===== src/rtl/draw_pkg.sv =====
// Shared drawing constants: screen geometry, colour/address widths and the
// writer FSM state encoding.
package draw_pkg;

  localparam int DEF_SCREEN_WIDTH  = 320;
  localparam int DEF_SCREEN_HEIGHT = 240;
  // 9 bits cover the larger screen dimension (0..319).
  localparam int DEF_CW            = $clog2((DEF_SCREEN_WIDTH > DEF_SCREEN_HEIGHT) ?
                                            DEF_SCREEN_WIDTH : DEF_SCREEN_HEIGHT);
  localparam int RGB_W             = 9;
  localparam int ADDR_W            = 17;

  typedef enum logic [1:0] {
    ST_IDLE  = 2'd0,
    ST_SETUP = 2'd1,
    ST_WRITE = 2'd2,
    ST_DONE  = 2'd3
  } wr_state_e;

endpackage


===== src/rtl/pixel_addr.sv =====
// Frame-buffer linear address for a 320-wide screen: y*320 + x as a
// shift-add, shared with the readout datapath.
module pixel_addr
  import draw_pkg::*;
#(
  parameter int CW = DEF_CW
) (
  input  logic [CW-1:0]     x,
  input  logic [CW-1:0]     y,
  output logic [ADDR_W-1:0] addr
);

  logic [ADDR_W-1:0] x_ext;
  logic [ADDR_W-1:0] y_ext;

  assign x_ext = ADDR_W'(x);
  assign y_ext = ADDR_W'(y);
  assign addr  = (y_ext << 8) + (y_ext << 6) + x_ext;

endmodule


===== src/rtl/brush_stamp_writer.sv =====
// Writes a clipped square brush stamp or a full-screen clear into the frame
// buffer, one pixel per clock, then pulses oDone.
//
// state    | meaning
// ST_IDLE  | waiting for iStart, request fields latched on acceptance
// ST_SETUP | clip bounds computed, raster start loaded
// ST_WRITE | one pixel written per cycle in raster order, x fastest
// ST_DONE  | completion pulse issued, back to idle
module brush_stamp_writer
  import draw_pkg::*;
#(
  parameter int SCREEN_WIDTH  = DEF_SCREEN_WIDTH,
  parameter int SCREEN_HEIGHT = DEF_SCREEN_HEIGHT,
  parameter int CW            = DEF_CW
) (
  input  logic              iClk,
  input  logic              iReset,
  input  logic              iStart,
  input  logic              iClear,
  input  logic [CW-1:0]     iX,
  input  logic [CW-1:0]     iY,
  input  logic [2:0]        iRadius,
  input  logic [RGB_W-1:0]  iColour,
  output logic              oBusy,
  output logic              oDone,
  output logic [ADDR_W-1:0] oAddress_ram,
  output logic [RGB_W-1:0]  oData_ram,
  output logic              oWren_ram
);

  localparam logic signed [CW:0] X_MAX = (CW+1)'(SCREEN_WIDTH - 1);
  localparam logic signed [CW:0] Y_MAX = (CW+1)'(SCREEN_HEIGHT - 1);

  wr_state_e         state_q, state_d;
  logic              clear_q, clear_d;
  logic [CW-1:0]     cx_q, cx_d;
  logic [CW-1:0]     cy_q, cy_d;
  logic [2:0]        r_q, r_d;
  logic [RGB_W-1:0]  colour_q, colour_d;
  logic [CW-1:0]     x_q, x_d;
  logic [CW-1:0]     y_q, y_d;
  logic [CW-1:0]     x_lo_q, x_lo_d;
  logic [CW-1:0]     x_hi_q, x_hi_d;
  logic [CW-1:0]     y_hi_q, y_hi_d;
  logic              busy_q, busy_d;
  logic              done_q, done_d;
  logic              wren_q, wren_d;
  logic [ADDR_W-1:0] addr_q, addr_d;
  logic [RGB_W-1:0]  data_q, data_d;

  logic [ADDR_W-1:0] pix_addr;
  logic [CW:0]       r_ext;
  logic signed [CW:0] sx_lo, sx_hi, sy_lo, sy_hi;
  logic signed [CW:0] cx_lo, cx_hi, cy_lo, cy_hi;
  logic               stamp_empty;

  pixel_addr #(.CW(CW)) u_pixel_addr (
    .x    (x_q),
    .y    (y_q),
    .addr (pix_addr)
  );

  // Centres close to the coordinate limit can wrap centre+r negative; that
  // only happens for off-screen centres and still yields an empty region.
  always_comb begin
    r_ext       = (CW+1)'(r_q);
    sx_lo       = $signed({1'b0, cx_q}) - $signed(r_ext);
    sx_hi       = $signed({1'b0, cx_q}) + $signed(r_ext);
    sy_lo       = $signed({1'b0, cy_q}) - $signed(r_ext);
    sy_hi       = $signed({1'b0, cy_q}) + $signed(r_ext);
    cx_lo       = (sx_lo < 0) ? '0 : sx_lo;
    cx_hi       = (sx_hi > X_MAX) ? X_MAX : sx_hi;
    cy_lo       = (sy_lo < 0) ? '0 : sy_lo;
    cy_hi       = (sy_hi > Y_MAX) ? Y_MAX : sy_hi;
    stamp_empty = (cx_lo > cx_hi) || (cy_lo > cy_hi);
  end

  always_comb begin
    state_d  = state_q;
    clear_d  = clear_q;
    cx_d     = cx_q;
    cy_d     = cy_q;
    r_d      = r_q;
    colour_d = colour_q;
    x_d      = x_q;
    y_d      = y_q;
    x_lo_d   = x_lo_q;
    x_hi_d   = x_hi_q;
    y_hi_d   = y_hi_q;
    busy_d   = 1'b0;
    done_d   = 1'b0;
    wren_d   = 1'b0;
    addr_d   = addr_q;
    data_d   = data_q;

    unique case (state_q)
      ST_IDLE: begin
        if (iStart) begin
          clear_d  = iClear;
          cx_d     = iX;
          cy_d     = iY;
          r_d      = iRadius;
          colour_d = iColour;
          state_d  = ST_SETUP;
        end
      end
      ST_SETUP: begin
        busy_d = 1'b1;
        if (clear_q) begin
          x_d     = '0;
          y_d     = '0;
          x_lo_d  = '0;
          x_hi_d  = X_MAX[CW-1:0];
          y_hi_d  = Y_MAX[CW-1:0];
          state_d = ST_WRITE;
        end else if (stamp_empty) begin
          state_d = ST_DONE;
        end else begin
          x_d     = cx_lo[CW-1:0];
          y_d     = cy_lo[CW-1:0];
          x_lo_d  = cx_lo[CW-1:0];
          x_hi_d  = cx_hi[CW-1:0];
          y_hi_d  = cy_hi[CW-1:0];
          state_d = ST_WRITE;
        end
      end
      ST_WRITE: begin
        busy_d = 1'b1;
        wren_d = 1'b1;
        addr_d = pix_addr;
        data_d = colour_q;
        if (x_q == x_hi_q) begin
          x_d = x_lo_q;
          if (y_q == y_hi_q) begin
            state_d = ST_DONE;
          end else begin
            y_d = y_q + 1'b1;
          end
        end else begin
          x_d = x_q + 1'b1;
        end
      end
      ST_DONE: begin
        busy_d  = 1'b1;
        done_d  = 1'b1;
        state_d = ST_IDLE;
      end
      default: state_d = ST_IDLE;
    endcase
  end

  always_ff @(posedge iClk) begin
    if (iReset) begin
      state_q  <= ST_IDLE;
      clear_q  <= 1'b0;
      cx_q     <= '0;
      cy_q     <= '0;
      r_q      <= '0;
      colour_q <= '0;
      x_q      <= '0;
      y_q      <= '0;
      x_lo_q   <= '0;
      x_hi_q   <= '0;
      y_hi_q   <= '0;
      busy_q   <= 1'b0;
      done_q   <= 1'b0;
      wren_q   <= 1'b0;
      addr_q   <= '0;
      data_q   <= '0;
    end else begin
      state_q  <= state_d;
      clear_q  <= clear_d;
      cx_q     <= cx_d;
      cy_q     <= cy_d;
      r_q      <= r_d;
      colour_q <= colour_d;
      x_q      <= x_d;
      y_q      <= y_d;
      x_lo_q   <= x_lo_d;
      x_hi_q   <= x_hi_d;
      y_hi_q   <= y_hi_d;
      busy_q   <= busy_d;
      done_q   <= done_d;
      wren_q   <= wren_d;
      addr_q   <= addr_d;
      data_q   <= data_d;
    end
  end

  assign oBusy        = busy_q;
  assign oDone        = done_q;
  assign oWren_ram    = wren_q;
  assign oAddress_ram = addr_q;
  assign oData_ram    = data_q;

endmodule


===== config.mk =====
export PLATFORM = sky130hd
export DESIGN_NAME = brush_stamp_writer
export DESIGN_NICKNAME = d
export VERILOG_FILES = /design/src/rtl/draw_pkg.sv /design/src/rtl/pixel_addr.sv /design/src/rtl/brush_stamp_writer.sv
export SDC_FILE = /design/constraint.sdc
export NUM_CORES = 1
export LEC_CHECK = 0
export CAP_MARGIN = 20
export CORE_MARGIN = 2
export CORE_UTILIZATION = 60
export CTS_CLUSTER_DIAMETER = 150
export DETAILED_ROUTE_END_ITERATION = 16
export PLACE_DENSITY_LB_ADDON = 0.2
export SETUP_SLACK_MARGIN = 0.1
export SYNTH_ARGS = -nofsm -noshare
export SYNTH_HDL_FRONTEND = slang
export SYNTH_SLANG_ARGS = --single-unit

===== constraint.sdc =====
create_clock -name iClk -period 12.2 [get_ports iClk]
set_input_delay 3.66 -clock iClk [delete_from_list [all_inputs] [get_ports iClk]]
set_output_delay 3.66 -clock iClk [all_outputs]
set_load 0.01 [all_outputs]

==> results by group <==
Run status
  – Status: complete, no violations

Die
  – Chip Width: ~110 um
  – Die area: 12300 um2
  – Initial core utilization: between 60% and 70%
  – Row count: 39
  – Io pins: between 60 and 70
  – Chip height: roughly 110 um
  – Core outline area: roughly 11000 um2

Worst setup path
  – WP buf/inv: 1
  – Crit path max-delay cell type: o21ai_2
  – Crit-path max cell delay: ~0.74 ns
  – Reg2reg setup slack: 6.99 ns
  – WP data required: approximately 12 ns
  – Worst Path Arrival: ~5.5 ns
  – CP delay by family, top: compound AO/OA/AOI/OAI gates
  – CP cell instances: ha_1, inv_1, fa_1, o21bai_1, nand2_1, or4_1, o21ai_2, a21oi_1, ha_1, nand4_1, o32a_1, o31a_1, or2_4, o21ai_2, nand2_1, o311a_1
  – CP max FO: 23
  – Setup CP Type: flip-flop to flip-flop
  – Endpoint class of the critical path: flip-flop
  – Startpoint types: flip-flop

Placed design
  – GPL Wtd Cong: just under 0.9
  – PortBufs: 62
  – DPL Wire Length: approximately 12 mm
  – Placed Area: between 7000 and 8000 um2
  – Post-placement cell count: between 900 and 1000
  – Post-place setup slack: slightly below 7 ns

Yosys
  – Cells taking the most area after synthesis: dfxtp_1 (31%), ha_1 (9.8%), a21oi_1 (6.2%)
  – Post-Synth Adder-Cell Area: a little under an eighth
  – Synth Area in XOR/XNOR: roughly 5.6%
  – Mapped Area: between 6000 and 7000 um2
  – Post-Syn Area per Cell: between 8 and 9 um2
  – Post-synth EDFFs: 0
  – Main combinational cell family by area after synthesis: compound AO/OA/AOI/OAI gates
  – Mapped Cells: ~830
  – Post-synthesis mux area share: 4.14%
  – Post-synth ARST share: 0%
  – Most used DFF post-synth: dfxtp_1
  – Synthesized Nets: ~900
  – Seq/Total Area, Yosys: a little under a third
  – Synth Area in Simple Gates: 20.6%
  – Post-synth top area share: 31.1%
  – Register bit count reported by yosys: roughly 110
  – Ys Warns: 0
  – Synth unique cells: 73
  – Synth Area in Compound Gates: 22.0%
  – Yosys top cell by area: dfxtp_1

Clock network
  – CTS Buf Count: 9
  – CTS clk-pin slew, worst paths: 0.07 ns
  – Clock Tree Buf Depth: 2
  – Post-CTS Setup Repair Bufs: 0
  – CTS tree: built
  – Clk sinks: approximately 110
  – CTS Hold Buffers Added: 0
  – Root buffer cell: clkbuf_16
  – Later-pin clock latency in the skew report: 0.36 ns
  – Post-CTS Resized: 0
  – CTS H-tree lvls: 3

Layout
  – Layout cells sized above 1: between 6 and 7%
  – Layout Nets: 950
  – N_diodes: 0
  – Final core occ: approximately two thirds
  – Fin cells: ~1000
  – Final Cell Area: 7770 um2
  – Synthesis-to-layout area growth: 12.8%

GRT
  – Vias in the first global route: about 6000
  – First-pass GRT wire length: between 20 and 30 mm
  – Largest net degree at the start of global routing: a little over 100
  – Total track usage: 27.2%
  – Congestion Overflow GR: 0
  – Initial antenna violation count: 0

STA
  – Worst Skew: 0.00742 ns
  – Fin crit period: between 5 and 6 ns
  – Final Cycle Share: ~43%
  – Hold slack: approximately 0.46 ns
  – Final setup TNS: 0 ns
  – Final setup viols: 0
  – Final hold vios: 0
  – Fmax: between 150 and 200 MHz
  – Rel. slew slack: 24.7%
  – RSZ-0062 raised after global routing: false
  – Final Slew Violations: 0
  – Slew @ Worst Pin: around 1.1 ns
  – Setup ws final: about 7 ns

Pwr
  – VDD IR-drop max: 170 uV
  – Net Switching: slightly above 0.8 mW
  – Pwr Density: 223 nW/um2
  – Comb pwr share: 55.6%
  – Seq pwr share: 27.8%
  – Net Sw Frac: about 47%
  – Leak: ~3.0 nW
  – Clk network pwr share: 16.6%
  – Internal: 0.910 mW
  – PnR Total Power: approximately 1.7 mW

Route
  – First-pass DRT Iterations: 4
  – WL/cell: 16.9 um
  – Routed via count: slightly above 6000
  – Final ANT Viol Nets: 0
  – Starting DRT DRC Count: roughly 370
  – Vias per inst: between 6 and 7
  – DRC viols: 0
  – Routed wire length: 17.0 mm

Worst hold path
  – Worst Hold Class: flip-flop to flip-flop

Run
  – Maxcap violations: 0
cell families (layout without fill, tap and decap cells):
group | count (synthesis) | after routing
multiplexers | 28 | 28
AND/OR/NAND/NOR | 294 | 294
XOR/XNOR | 44 | 44
flip-flops | 107 | 107
adder cells (fa/ha/maj) | 60 | 60
buffers and inverters | 81 | 109
AO/OA/AOI/OAI | 219 | 219
routing by layer:
metal / GRT usage, % / vias to the layer above / wire length [um]
li1: - / 3020 / -
met1: 34.8 / 2901 / 7720
met2: 46.5 / 182 / 8160
met3: 4.87 / 23 / 856
met4: 8.81 / 0 / 263
met5: 0 / - / 0
power by group through the flow:
stage / logic [mW] / registers, mW / clock network (mW)
finish: 0.962 / 0.480 / 0.287
global route: 1.06 / 0.489 / 0.304
CTS: 0.946 / 0.479 / 0.291
detailed placement: 0.939 / 0.487 / 0
global placement: 0.903 / 0.484 / 0
floorplan: 0.765 / 0.457 / 0
registers in the layout, summed over array words and instances (netlist names), 2 cells and up:
signal        flops
y_hi_q            9
x_hi_q            9
oAddress_ram     17
oData_ram         9
y_q               9
x_q               9
colour_q          9
r_q               3
state_q           2
cy_q              9
x_lo_q            9
cx_q              9
layout by cell type (no fill, tap or decap), drive strengths merged, types with 24 or more instances in the layout:
| cell | instances |
|---|---|
| clkdlybuf4s50 | 61 |
| inv | 28 |
| nand2 | 96 |
| a21oi | 87 |
| dfxtp | 107 |
| xor2 | 25 |
| nor2 | 75 |
| ha | 54 |
| a211oi | 25 |
| o21ai | 30 |
| nand3 | 24 |
| mux2i | 24 |
cell type report:
class                      instances  area [um2]
tap                              143         179
sequential                       107        2140
fill                             943        3550
inverter                          27         101
timing repair buffer              66         656
clock inverter                     4        31.3
clock buffer                      12         256
multi-input combinational        645        4400
synthesized netlist by cell type, drive strengths merged, types with 5 or more instances:
master  number
and2        16
nor3        16
a211oi      25
o21bai       5
ha          54
a21o         7
a21oi       87
nand2b       8
nand2       96
buf         21
mux2i       24
nand3       24
nor2b        8
clkbuf      33
or2          6
inv         26
o311a        5
a311oi      13
a31oi       11
nor2        75
or4          5
o21ai       30
xor2        25
xnor2       19
o21a         5
and3        10
dfxtp      107
fa           6
nand4        8
nor4         9
final timing paths:
| check | from | end | cells after the start |
|---|---|---|---|
| max | r_q[0]$_SDFFE_PP0P_ | x_hi_q[2]$_SDFFE_PP0P_ | 16 |
| min | colour_q[2]$_SDFFE_PP0P_ | colour_q[2]$_SDFFE_PP0P_ | 2 |
| max reg2reg | r_q[0]$_SDFFE_PP0P_ | x_hi_q[2]$_SDFFE_PP0P_ | 16 |
| min reg2reg | colour_q[2]$_SDFFE_PP0P_ | colour_q[2]$_SDFFE_PP0P_ | 2 |
worst reg2reg max path, stage by stage, from the launching register on:
cell and delay, ns:
dfxtp_1 0.46, ha_1 0.26, inv_1 0.07, fa_1 0.41, o21bai_1 0.19, nand2_1 0.20, or4_1 0.53, o21ai_2 0.15
a21oi_1 0.13, ha_1 0.32, nand4_1 0.15, o32a_1 0.38, o31a_1 0.14, or2_4 0.29, o21ai_2 0.74, nand2_1 0.28
o311a_1 0.40
No activity file was read; power rests on OpenSTA's default activity.
